--- config.mk ---
export PLATFORM = sky130hd
export DESIGN_NAME = hram_uart_host
export DESIGN_NICKNAME = d
export VERILOG_FILES = /design/src/rtl/hram_cmd_pkg.sv /design/src/rtl/hram_uart_tx_seq.sv /design/src/rtl/hram_uart_host.sv
export SDC_FILE = /design/constraint.sdc
export NUM_CORES = 1
export LEC_CHECK = 0
export CAP_MARGIN = 30
export CELL_PAD_IN_SITES_DETAIL_PLACEMENT = 1
export CELL_PAD_IN_SITES_GLOBAL_PLACEMENT = 2
export CORE_MARGIN = 2
export CORE_UTILIZATION = 36
export CTS_CLUSTER_SIZE = 30
export DETAILED_ROUTE_END_ITERATION = 10
export GPL_TIMING_DRIVEN = 0
export PLACE_DENSITY = 0.9
export SETUP_SLACK_MARGIN = 0.3
export SLEW_MARGIN = 0
export SYNTH_ARGS = -nofsm -noshare
export SYNTH_HDL_FRONTEND = slang
export SYNTH_HIERARCHICAL = 1
export SYNTH_SLANG_ARGS = --single-unit
--- constraint.sdc ---
create_clock -name clk -period 4.7 [get_ports clk]
set_input_delay 0.94 -clock clk [delete_from_list [all_inputs] [get_ports clk]]
set_output_delay 0.94 -clock clk [all_outputs]
set_load 0.005 [all_outputs]
--- src/rtl/hram_cmd_pkg.sv ---
// Shared definitions for the HyperRAM serial debug protocol: opcodes, frame
// sizes, fixed reply constants and the state encodings of the host side.
package hram_cmd_pkg;

    localparam logic [7:0] OP_ADDR     = 8'd1;
    localparam logic [7:0] OP_LOAD     = 8'd2;
    localparam logic [7:0] OP_WRITE    = 8'd3;
    localparam logic [7:0] OP_READ     = 8'd4;
    localparam logic [7:0] OP_READ_REQ = 8'd5;
    localparam logic [7:0] OP_COUNT    = 8'd6;
    localparam logic [7:0] OP_CONST    = 8'd7;

    localparam int FRAME_TX_BYTES = 6;
    localparam int FRAME_RX_BYTES = 5;

    localparam logic [31:0] CONST_VALUE  = 32'd259;
    localparam logic [31:0] WRITE_ACK    = 32'd3;
    localparam logic [31:0] READ_REQ_ACK = 32'd5;
    localparam logic [7:0]  PAD_BYTE     = 8'h00;

    typedef enum logic [1:0] {
        HOST_IDLE,
        HOST_TX,
        HOST_RX_WAIT,
        HOST_DONE
    } host_state_e;

    typedef enum logic [1:0] {
        SEQ_IDLE,
        SEQ_BYTE,
        SEQ_WAIT
    } seq_state_e;

    // Byte idx of a 6-byte frame, byte 0 being the most significant (sent first).
    function automatic logic [7:0] frame_byte(input logic [47:0] frame, input logic [2:0] idx);
        logic [7:0] b;
        case (idx)
            3'd0:    b = frame[47:40];
            3'd1:    b = frame[39:32];
            3'd2:    b = frame[31:24];
            3'd3:    b = frame[23:16];
            3'd4:    b = frame[15:8];
            3'd5:    b = frame[7:0];
            default: b = 8'h00;
        endcase
        return b;
    endfunction

endpackage

--- src/rtl/hram_uart_tx_seq.sv ---
// Byte-level start/ready handshake towards uart_tx. Walks the six bytes of a
// latched frame, holding tx_start until uart_tx drops ready (it may take up
// to two cycles), then waiting for ready to return before the next byte.
module hram_uart_tx_seq
    import hram_cmd_pkg::*;
(
    input  logic        clk,
    input  logic        rstn,
    input  logic        start,
    input  logic [47:0] frame,
    input  logic        tx_ready,
    output logic        tx_start,
    output logic [7:0]  tx_data,
    output logic        done
);

    localparam logic [2:0] LAST_IDX = 3'(FRAME_TX_BYTES - 1);

    seq_state_e state_q, state_d;
    logic [2:0] tx_idx_q, tx_idx_d;

    // State and byte index registers; reset drops tx_start immediately.
    always_ff @(posedge clk or negedge rstn) begin
        if (!rstn) begin
            state_q  <= SEQ_IDLE;
            tx_idx_q <= 3'd0;
        end else begin
            state_q  <= state_d;
            tx_idx_q <= tx_idx_d;
        end
    end

    // Handshake sequencing: start held in SEQ_BYTE, release waited in SEQ_WAIT.
    always_comb begin
        state_d  = state_q;
        tx_idx_d = tx_idx_q;
        tx_start = 1'b0;
        tx_data  = 8'h00;
        done     = 1'b0;
        case (state_q)
            SEQ_IDLE: begin
                if (start) begin
                    tx_idx_d = 3'd0;
                    state_d  = SEQ_BYTE;
                end
            end
            SEQ_BYTE: begin
                tx_start = 1'b1;
                tx_data  = frame_byte(frame, tx_idx_q);
                if (!tx_ready) begin
                    state_d = SEQ_WAIT;
                end
            end
            SEQ_WAIT: begin
                tx_data = frame_byte(frame, tx_idx_q);
                if (tx_ready) begin
                    if (tx_idx_q == LAST_IDX) begin
                        done    = 1'b1;
                        state_d = SEQ_IDLE;
                    end else begin
                        tx_idx_d = tx_idx_q + 3'd1;
                        state_d  = SEQ_BYTE;
                    end
                end
            end
            default: state_d = SEQ_IDLE;
        endcase
    end

endmodule

--- src/rtl/hram_uart_host.sv ---
// Host-side command initiator for the HyperRAM serial debug protocol.
// Sends {op, operand[31:0], TRAILER} through uart_tx, collects the 5-byte
// reply from uart_rx and returns the first four bytes with status.
// Optional macro HRAM_UART_HOST_RSP_CHECK_EN enables the echo/pad compare
// that drives rsp_mismatch; without it rsp_mismatch is tied low.
// A frame abandoned by reset leaves the responder's byte counter out of step;
// only an external reset of the responder brings it back.
module hram_uart_host
    import hram_cmd_pkg::*;
#(
    parameter logic [7:0] TRAILER        = 8'h0A,
    parameter int         TIMEOUT_CYCLES = 1_200_000,
    parameter int         TO_W           = 21
) (
    input  logic        clk,
    input  logic        rstn,
    input  logic        cmd_valid,
    output logic        cmd_ready,
    input  logic [7:0]  cmd_op,
    input  logic [31:0] cmd_data,
    output logic        rsp_valid,
    output logic [31:0] rsp_data,
    output logic        rsp_timeout,
    output logic        rsp_mismatch,
    output logic        busy,
    output logic        tx_start,
    output logic [7:0]  tx_data,
    input  logic        tx_ready,
    input  logic        rx_rcv,
    input  logic [7:0]  rx_data
);

    localparam logic [TO_W-1:0] TO_LOAD = TO_W'(TIMEOUT_CYCLES);
    localparam logic [2:0]      LAST_RX = 3'(FRAME_RX_BYTES - 1);

    host_state_e     state_q, state_d;
    logic [47:0]     frame_q, frame_d;
    logic [39:0]     reply_q, reply_d;
    logic [2:0]      rx_idx_q, rx_idx_d;
    logic [TO_W-1:0] to_cnt_q, to_cnt_d;
    logic            timeout_q, timeout_d;
    logic            seq_start;
    logic            seq_done;

    assign seq_start = (state_q == HOST_IDLE) && cmd_valid;

    hram_uart_tx_seq u_tx_seq (
        .clk      (clk),
        .rstn     (rstn),
        .start    (seq_start),
        .frame    (frame_q),
        .tx_ready (tx_ready),
        .tx_start (tx_start),
        .tx_data  (tx_data),
        .done     (seq_done)
    );

    // Frame, reply and timeout registers of the command FSM.
    always_ff @(posedge clk or negedge rstn) begin
        if (!rstn) begin
            state_q   <= HOST_IDLE;
            frame_q   <= '0;
            reply_q   <= '0;
            rx_idx_q  <= 3'd0;
            to_cnt_q  <= '0;
            timeout_q <= 1'b0;
        end else begin
            state_q   <= state_d;
            frame_q   <= frame_d;
            reply_q   <= reply_d;
            rx_idx_q  <= rx_idx_d;
            to_cnt_q  <= to_cnt_d;
            timeout_q <= timeout_d;
        end
    end

    // Command FSM: accept, transmit, gather reply bytes left-aligned, report.
    always_comb begin
        state_d   = state_q;
        frame_d   = frame_q;
        reply_d   = reply_q;
        rx_idx_d  = rx_idx_q;
        to_cnt_d  = to_cnt_q;
        timeout_d = timeout_q;
        case (state_q)
            HOST_IDLE: begin
                if (cmd_valid) begin
                    frame_d   = {cmd_op, cmd_data, TRAILER};
                    reply_d   = '0;
                    rx_idx_d  = 3'd0;
                    to_cnt_d  = '0;
                    timeout_d = 1'b0;
                    state_d   = HOST_TX;
                end
            end
            HOST_TX: begin
                if (seq_done) begin
                    to_cnt_d = TO_LOAD;
                    state_d  = HOST_RX_WAIT;
                end
            end
            HOST_RX_WAIT: begin
                if (rx_rcv) begin
                    case (rx_idx_q)
                        3'd0:    reply_d[39:32] = rx_data;
                        3'd1:    reply_d[31:24] = rx_data;
                        3'd2:    reply_d[23:16] = rx_data;
                        3'd3:    reply_d[15:8]  = rx_data;
                        3'd4:    reply_d[7:0]   = rx_data;
                        default: reply_d        = reply_q;
                    endcase
                    rx_idx_d = rx_idx_q + 3'd1;
                    to_cnt_d = TO_LOAD;
                    if (rx_idx_q == LAST_RX) begin
                        state_d = HOST_DONE;
                    end
                end else if (to_cnt_q == '0) begin
                    timeout_d = 1'b1;
                    state_d   = HOST_DONE;
                end else begin
                    to_cnt_d = to_cnt_q - TO_W'(1);
                end
            end
            HOST_DONE: begin
                state_d = HOST_IDLE;
            end
            default: state_d = HOST_IDLE;
        endcase
    end

    assign cmd_ready   = (state_q == HOST_IDLE);
    assign busy        = (state_q != HOST_IDLE);
    assign rsp_valid   = (state_q == HOST_DONE);
    assign rsp_data    = (state_q == HOST_DONE) ? reply_q[39:8] : 32'h0;
    assign rsp_timeout = (state_q == HOST_DONE) && timeout_q;

`ifdef HRAM_UART_HOST_RSP_CHECK_EN
    logic check_fail;

    // Reply sanity check against the latched opcode/operand and the pad byte.
    always_comb begin
        check_fail = (reply_q[7:0] != PAD_BYTE);
        case (frame_q[47:40])
            OP_ADDR, OP_LOAD: if (reply_q[39:8] != frame_q[39:8]) check_fail = 1'b1;
            OP_WRITE:         if (reply_q[39:8] != WRITE_ACK)     check_fail = 1'b1;
            OP_READ_REQ:      if (reply_q[39:8] != READ_REQ_ACK)  check_fail = 1'b1;
            OP_CONST:         if (reply_q[39:8] != CONST_VALUE)   check_fail = 1'b1;
            default:          ;
        endcase
    end

    assign rsp_mismatch = (state_q == HOST_DONE) && check_fail;
`else
    assign rsp_mismatch = 1'b0;
`endif

endmodule

# [After elaboration in Yosys (flattened, before gate mapping)]
# Index checks and enable logic that the tools add are counted.
[word_totals] romBits=0 ramBits=0 output_inout_bits=46 inputBits=53 n_memories=0 wordCells=109 latch_bits=0 register_bits=106
[op_classes] muxes=42 eq_ne=30 n_lt_le_gt_ge=0 n_bitwise=0 n_reduce_logical=23 div_mod_pow=0 shifts=0 n_addsub=3 n_mul=0
[ops] cell="2-to-1 mux 21 bit" count=4
[ops] cell="2-to-1 mux 40 bit" count=2
[ops] cell="one-hot mux 40 bit (2 select lines)" count=1
[ops] cell="one-hot mux 21 bit (3 select lines)" count=1
[ops] cell="2-to-1 mux 8 bit" count=6
[ops] cell="one-hot mux 8 bit (6 select lines)" count=1
[ops] cell="2-to-1 mux 32 bit" count=1
[ops] cell="AND reduction 4 bit" count=8
[ops] cell="logical NOT 21 bit" count=1
[ops] cell="subtractor 21 x 1 -> 21 bit (second input constant)" count=1
[ops] cell="!= test 2 bit (second input constant)" count=9
[ops] cell="2-to-1 mux 2 bit" count=8
[ops] cell="2-to-1 mux 3 bit" count=5
[ops] cell="equality test 3 x 2 -> 1 bit (second input constant)" count=4
[ops] cell="one-hot mux 3 bit (2 select lines)" count=2
[ops] cell="equality test 3 bit (second input constant)" count=3
[ops] cell="!= test 3 bit (second input constant)" count=3
[ops] cell="2-to-1 mux 1 bit" count=8
[ops] cell="!= test 2 x 1 -> 1 bit (second input constant)" count=4
[ops] cell="one-hot mux 2 bit (4 select lines)" count=1
[ops] cell="adder 3 x 1 -> 3 bit (second input constant)" count=2
[ops] cell="equality test 2 bit (second input constant)" count=3
[ops] cell="equality test 3 x 1 -> 1 bit (second input constant)" count=2
[ops] cell="logical NOT 3 bit" count=2
[ops] cell="other kinds (10)" count=16

# [Depth between registers and ports, before layout]
[depth] ltp_word=6 depth_mapped=10 mapped_depth_nobuf=8

# [By module]
# The synthesis kept the hierarchy.
[modules_own_cells] module="hram_uart_host" area_each_um2=4693.3 seq_area_each_um2=2502.4 n_inst=1 cells_per_inst=449
[modules_own_cells] module="hram_uart_tx_seq" area_each_um2=895.9 seq_area_each_um2=125.1 n_inst=1 cells_per_inst=95

# [Least setup slack after synthesis]
# Ideal clock, no wire load.
[synth_timing] path_type="register -> register" startpoint="register u_tx_seq.state_q[0]" endpoint="register to_cnt_q[14]" n_path_buf=2 t_required_ns=4.582 period_less_slack_ns=2.343 slack_ns=2.357 setup_ns=0.118 arrival_time_ns=2.225 path_stages_with_launch=11 cell_sequence="dfrtp_1 -> inv_1 -> ha_1 -> clkbuf_1 -> and4_1 -> nor2b_1 -> nor3_1 -> o31a_1 -> buf_6 -> o21ai_0 -> a21o_1"
[synth_between] elab_chain_cells=4
[synth_rtl] item="start: declaration" line="hram_uart_tx_seq.sv:19" text="seq_state_e state_q, state_d;"
[synth_rtl] item="start signal: assignment" line="hram_uart_tx_seq.sv:28" text="state_q <= state_d;"
[synth_rtl] item="equality test 2 bit" line="hram_uart_tx_seq.sv:40" text="case (state_q)"
[synth_rtl] item="2-to-1 mux 1 bit" line="hram_uart_tx_seq.sv:40"
[synth_rtl] item="named net seq_done" line="hram_uart_host.sv:43" text="logic seq_done;"
[synth_rtl] item="!= test 2 bit (no source line)"
[synth_rtl] item="AND reduction 4 bit (no source line)"
[synth_rtl] item="end signal: assignment" line="hram_uart_host.sv:72" text="to_cnt_q <= to_cnt_d;"
[synth_rtl] item="end: declaration" line="hram_uart_host.sv:40" text="logic [TO_W-1:0] to_cnt_q, to_cnt_d;"
# The timed path passes the listed nets, and every way through them passes these cells.
# A chain may end at the register's enable or synchronous reset.

# [Worst setup path after layout]
[layout_timing] startpoint="register u_tx_seq.tx_idx_q[2]" endpoint="output tx_data[5]"
[layout_between] elab_chain_cells=3 elab_cells_between_ends=8 cone_classes="eq/ne (5); mux (2); reduce/logical (1)"
[layout_rtl] item="start: declaration" line="hram_uart_tx_seq.sv:20" text="logic [2:0] tx_idx_q, tx_idx_d;"
[layout_rtl] item="start signal: assignment" line="hram_uart_tx_seq.sv:29" text="tx_idx_q <= tx_idx_d;"
[layout_rtl] item="equality test 3 bit, or another cell as far along" line="hram_cmd_pkg.sv:37" text="case (idx)"
[layout_rtl] item="one-hot mux 8 bit (6 select lines) *" line="hram_cmd_pkg.sv:37"
[layout_rtl] item="2-to-1 mux 8 bit *"
[layout_rtl] item="end: declaration" line="hram_uart_host.sv:27" text="output logic [7:0] tx_data,"
# Mark *: on every way between the ends. The rest lies on a longest branch, timed or not.

==> qor.txt <==
vias in the first global route -> 5005
final setup slack of the worst path -> 1070 ps
peak supply drop -> 0.257 mV
Multi-input gate area -> 2760 um^2
PortBufs -> 97
area leader, netlist -> dfrtp_1
Top FF cell, synth -> dfrtp_1
post-synth top area share -> 0.470
post-synth design cell area -> 5590 um^2
Max clock buf depth -> 2
Worst-Skew Late Latency -> 360 ps
H-tree levels -> 3
clk slew on worst S/H paths -> 70 ps
Clock Root Buffer -> clkbuf_16
ys async rst share -> 1.00
RSZ-0062 raised after global routing -> no
max_slew headroom -> 0.337
die height -> 129 um
post-CTS sizing -> 0
status -> complete, no violations
internal reg-to-reg setup slack -> 1600 ps
Max-Cap Viols -> 0
I/O pin cnt -> 99
Hold Path Class -> flip-flop to flip-flop
Final #Nets -> 732
Starting Density -> 0.368
Post-synth EDFFs -> 0
adder-cell share of the synthesized area -> 0.0448
Max Clk Rate -> 276 MHz
Horiz. Die Dim -> 129 um
FF-to-FF path depth -> 10
Hold Fails Final Rpt -> 0
Pleak -> 0.00302 uW
Via density -> 5.39
HP Start -> reply_q[30]
hold_ws -> 475 ps
grt total ovfl -> 0
die area -> 16500 um^2
final number of max-transition violations -> 0
share of layout cells above drive strength 1 -> 0.140
All-Layer GR Usage -> 0.204
drt wl/cell -> 18.8 um
Synth Area in Compound Gates -> 0.158
CTS sink count -> 105
Critical Path RT -> 3760 ps
Vias -> 4586
worst slack, placed -> 1270 ps
Worst R2R End -> to_cnt_q[11]
Worst setup startpoint -> u_tx_seq/tx_idx_q[2]
Setup-failing EPs final -> 0
Reg area -> 2630 um^2
post-synthesis mux area share -> 0.122
largest family of logic cells by synthesized area -> simple AND/OR/NAND/NOR gates
clock skew -> 10.1 ps
reg-to-reg startpoint -> u_tx_seq/state_q[0]
final instance area -> 7120 um^2
Inst Count DP -> 836
final cell count without fillers -> 851
HPWL after DPL -> 11.8 mm
Cell Area, Placed -> 6840 um^2
Placer Congestion -> 0.837
fin util -> 0.468
register area share after synthesis -> 0.470
clock buffer count from CTS -> 9
TritonCTS clock tree -> built
Power Density -> 661 nW/um^2
Synth Area in XOR/XNOR -> 0
Worst Hold Path Cells -> 2
CP endpoint kind -> output pin
Iter 0 DRT Violations -> 261
filler instances -> 1721
Routed WL -> 16.0 mm
YS warnings -> 6
area delta synth->final -> 27.4%
first-pass GRT wire length -> 26.4 mm
Synth Area in Simple Gates -> 0.165
Antenna Nets Post-Route -> 0
crit path kind -> flip-flop to output pin
Post-Synthesis Cells -> 544
Worst Hold End -> reply_q[30]
row count -> 45
Final min period -> 3630 ps
drt drc -> 0
Worst-Margin Slew -> 986 ps
total setup buffers inserted after CTS -> 0
largest net degree at the start of global routing -> 61
Synth cell types -> 62
most common cell after layout, fill and taps aside -> dfrtp_1
average cell area after synthesis -> 10.3 um^2
worst-path maximum fanout -> 10
top post-synthesis cells by area -> dfrtp_1, mux2_2, o21ai_0
Core Area -> 15200 um^2
Yosys reg bits -> 105
final worst path period share -> 0.771
hold_buf cts -> 0
initial antenna violation count -> 0
startpoint type of the worst setup path -> flip-flop
Pre-antenna DRT Iters -> 6
most frequent cells in the layout -> dfrtp_1, clkdlybuf4s50_1, o21ai_0, nand2_1, mux2_2
Critical Path AT -> 2690 ps
Antenna diodes -> 0
[metal layers]
| layer | share of wire | wire length, um | vias up | global-route usage |
|---|---|---|---|---|
| met1 | 0.46 | 7390 | 2329 | 0.270 |
| met3 | 0.036 | 577 | 16 | 0.0312 |
| met5 | 0 | 0 | - | 0 |
| li1 | - | - | 2162 | - |
| met4 | 0.014 | 218 | 0 | 0.0659 |
| met2 | 0.49 | 7840 | 79 | 0.345 |
[worst max-delay path: stages, from the launching register on]
cell	delay (ps)
dfrtp_1	380
buf_6	210
inv_2	120
ha_1	210
clkbuf_1	250
a222oi_1	540
a21oi_1	140
clkdlybuf4s50_1	480
[cell usage after synthesis (3+ instances only)]
library cell    n
a22o_1          8
ha_1           20
nor2_1         25
or4_1           3
buf_1           4
nand2b_1        5
o21ai_0        65
o41ai_1         3
mux2_4          8
nand3_1        15
or4_4           3
a221oi_2        3
a21o_1          5
nand2_1        55
nor2b_1         6
mux2_2         47
and2_1         33
a31oi_1         4
a32o_1          3
a21oi_1        15
dfrtp_1       105
o21ai_1         3
inv_1          25
nor3_1         10
nand4_1         3
clkbuf_1       16
a222oi_1        5
[flip-flops by register name, summed over array words and instances, names as in the netlist]
| signal | count |
|---|---|
| frame_q | 41 |
| reply_q | 32 |
| to_cnt_q | 21 |
| rx_idx_q | 3 |
| u_tx_seq/tx_idx_q | 3 |
| state_q | 2 |
| u_tx_seq/state_q | 2 |
| timeout_q | 1 |
[how the worst max path moves through the flow]
stage	endpoint	slack, ps	cells past startpoint
2_1_floorplan	to_cnt_q[14]	2360	10
3_5_place_dp	to_cnt_q[19]	1270	8
6_report	tx_data[5]	1070	7
3_3_place_gp	to_cnt_q[13]	-1350	1
5_1_grt	tx_data[1]	1010	7
4_1_cts	tx_data[5]	1130	7
[stage by stage]
step	TNS [ps]	total power, uW
floorplan	0	3120
global placement	-141340	3860
detailed placement	0	3990
CTS	0	4740
global route	0	5070
finish	0	4710
[cell families after synthesis]
| group | after synthesis |
|---|---|
| muxes | 58 |
| AOI/OAI and AO/OA | 135 |
| adders and majority gates | 20 |
| DFF | 105 |
| and+or+nand+nor | 173 |
| other | 1 |
| buffers and inverters | 52 |
[final cells by class]
type                    count  share of cell area
flip-flops and latches    105               0.369
plain buffers              26              0.0172
well taps                 188              0.0330
repair buffers             98               0.140
inverters                  26              0.0137
clock inverters             5             0.00545
multi-input cells         393               0.388
clock buffers              10              0.0336
[power by group]
part / switching [uW] / leakage [uW] / internal (uW)
Clock: 359 / 0.000135 / 375
Combinational: 1400 / 0.00154 / 1090
Sequential: 246 / 0.00134 / 1240
Power figures use the tool's default switching activity.
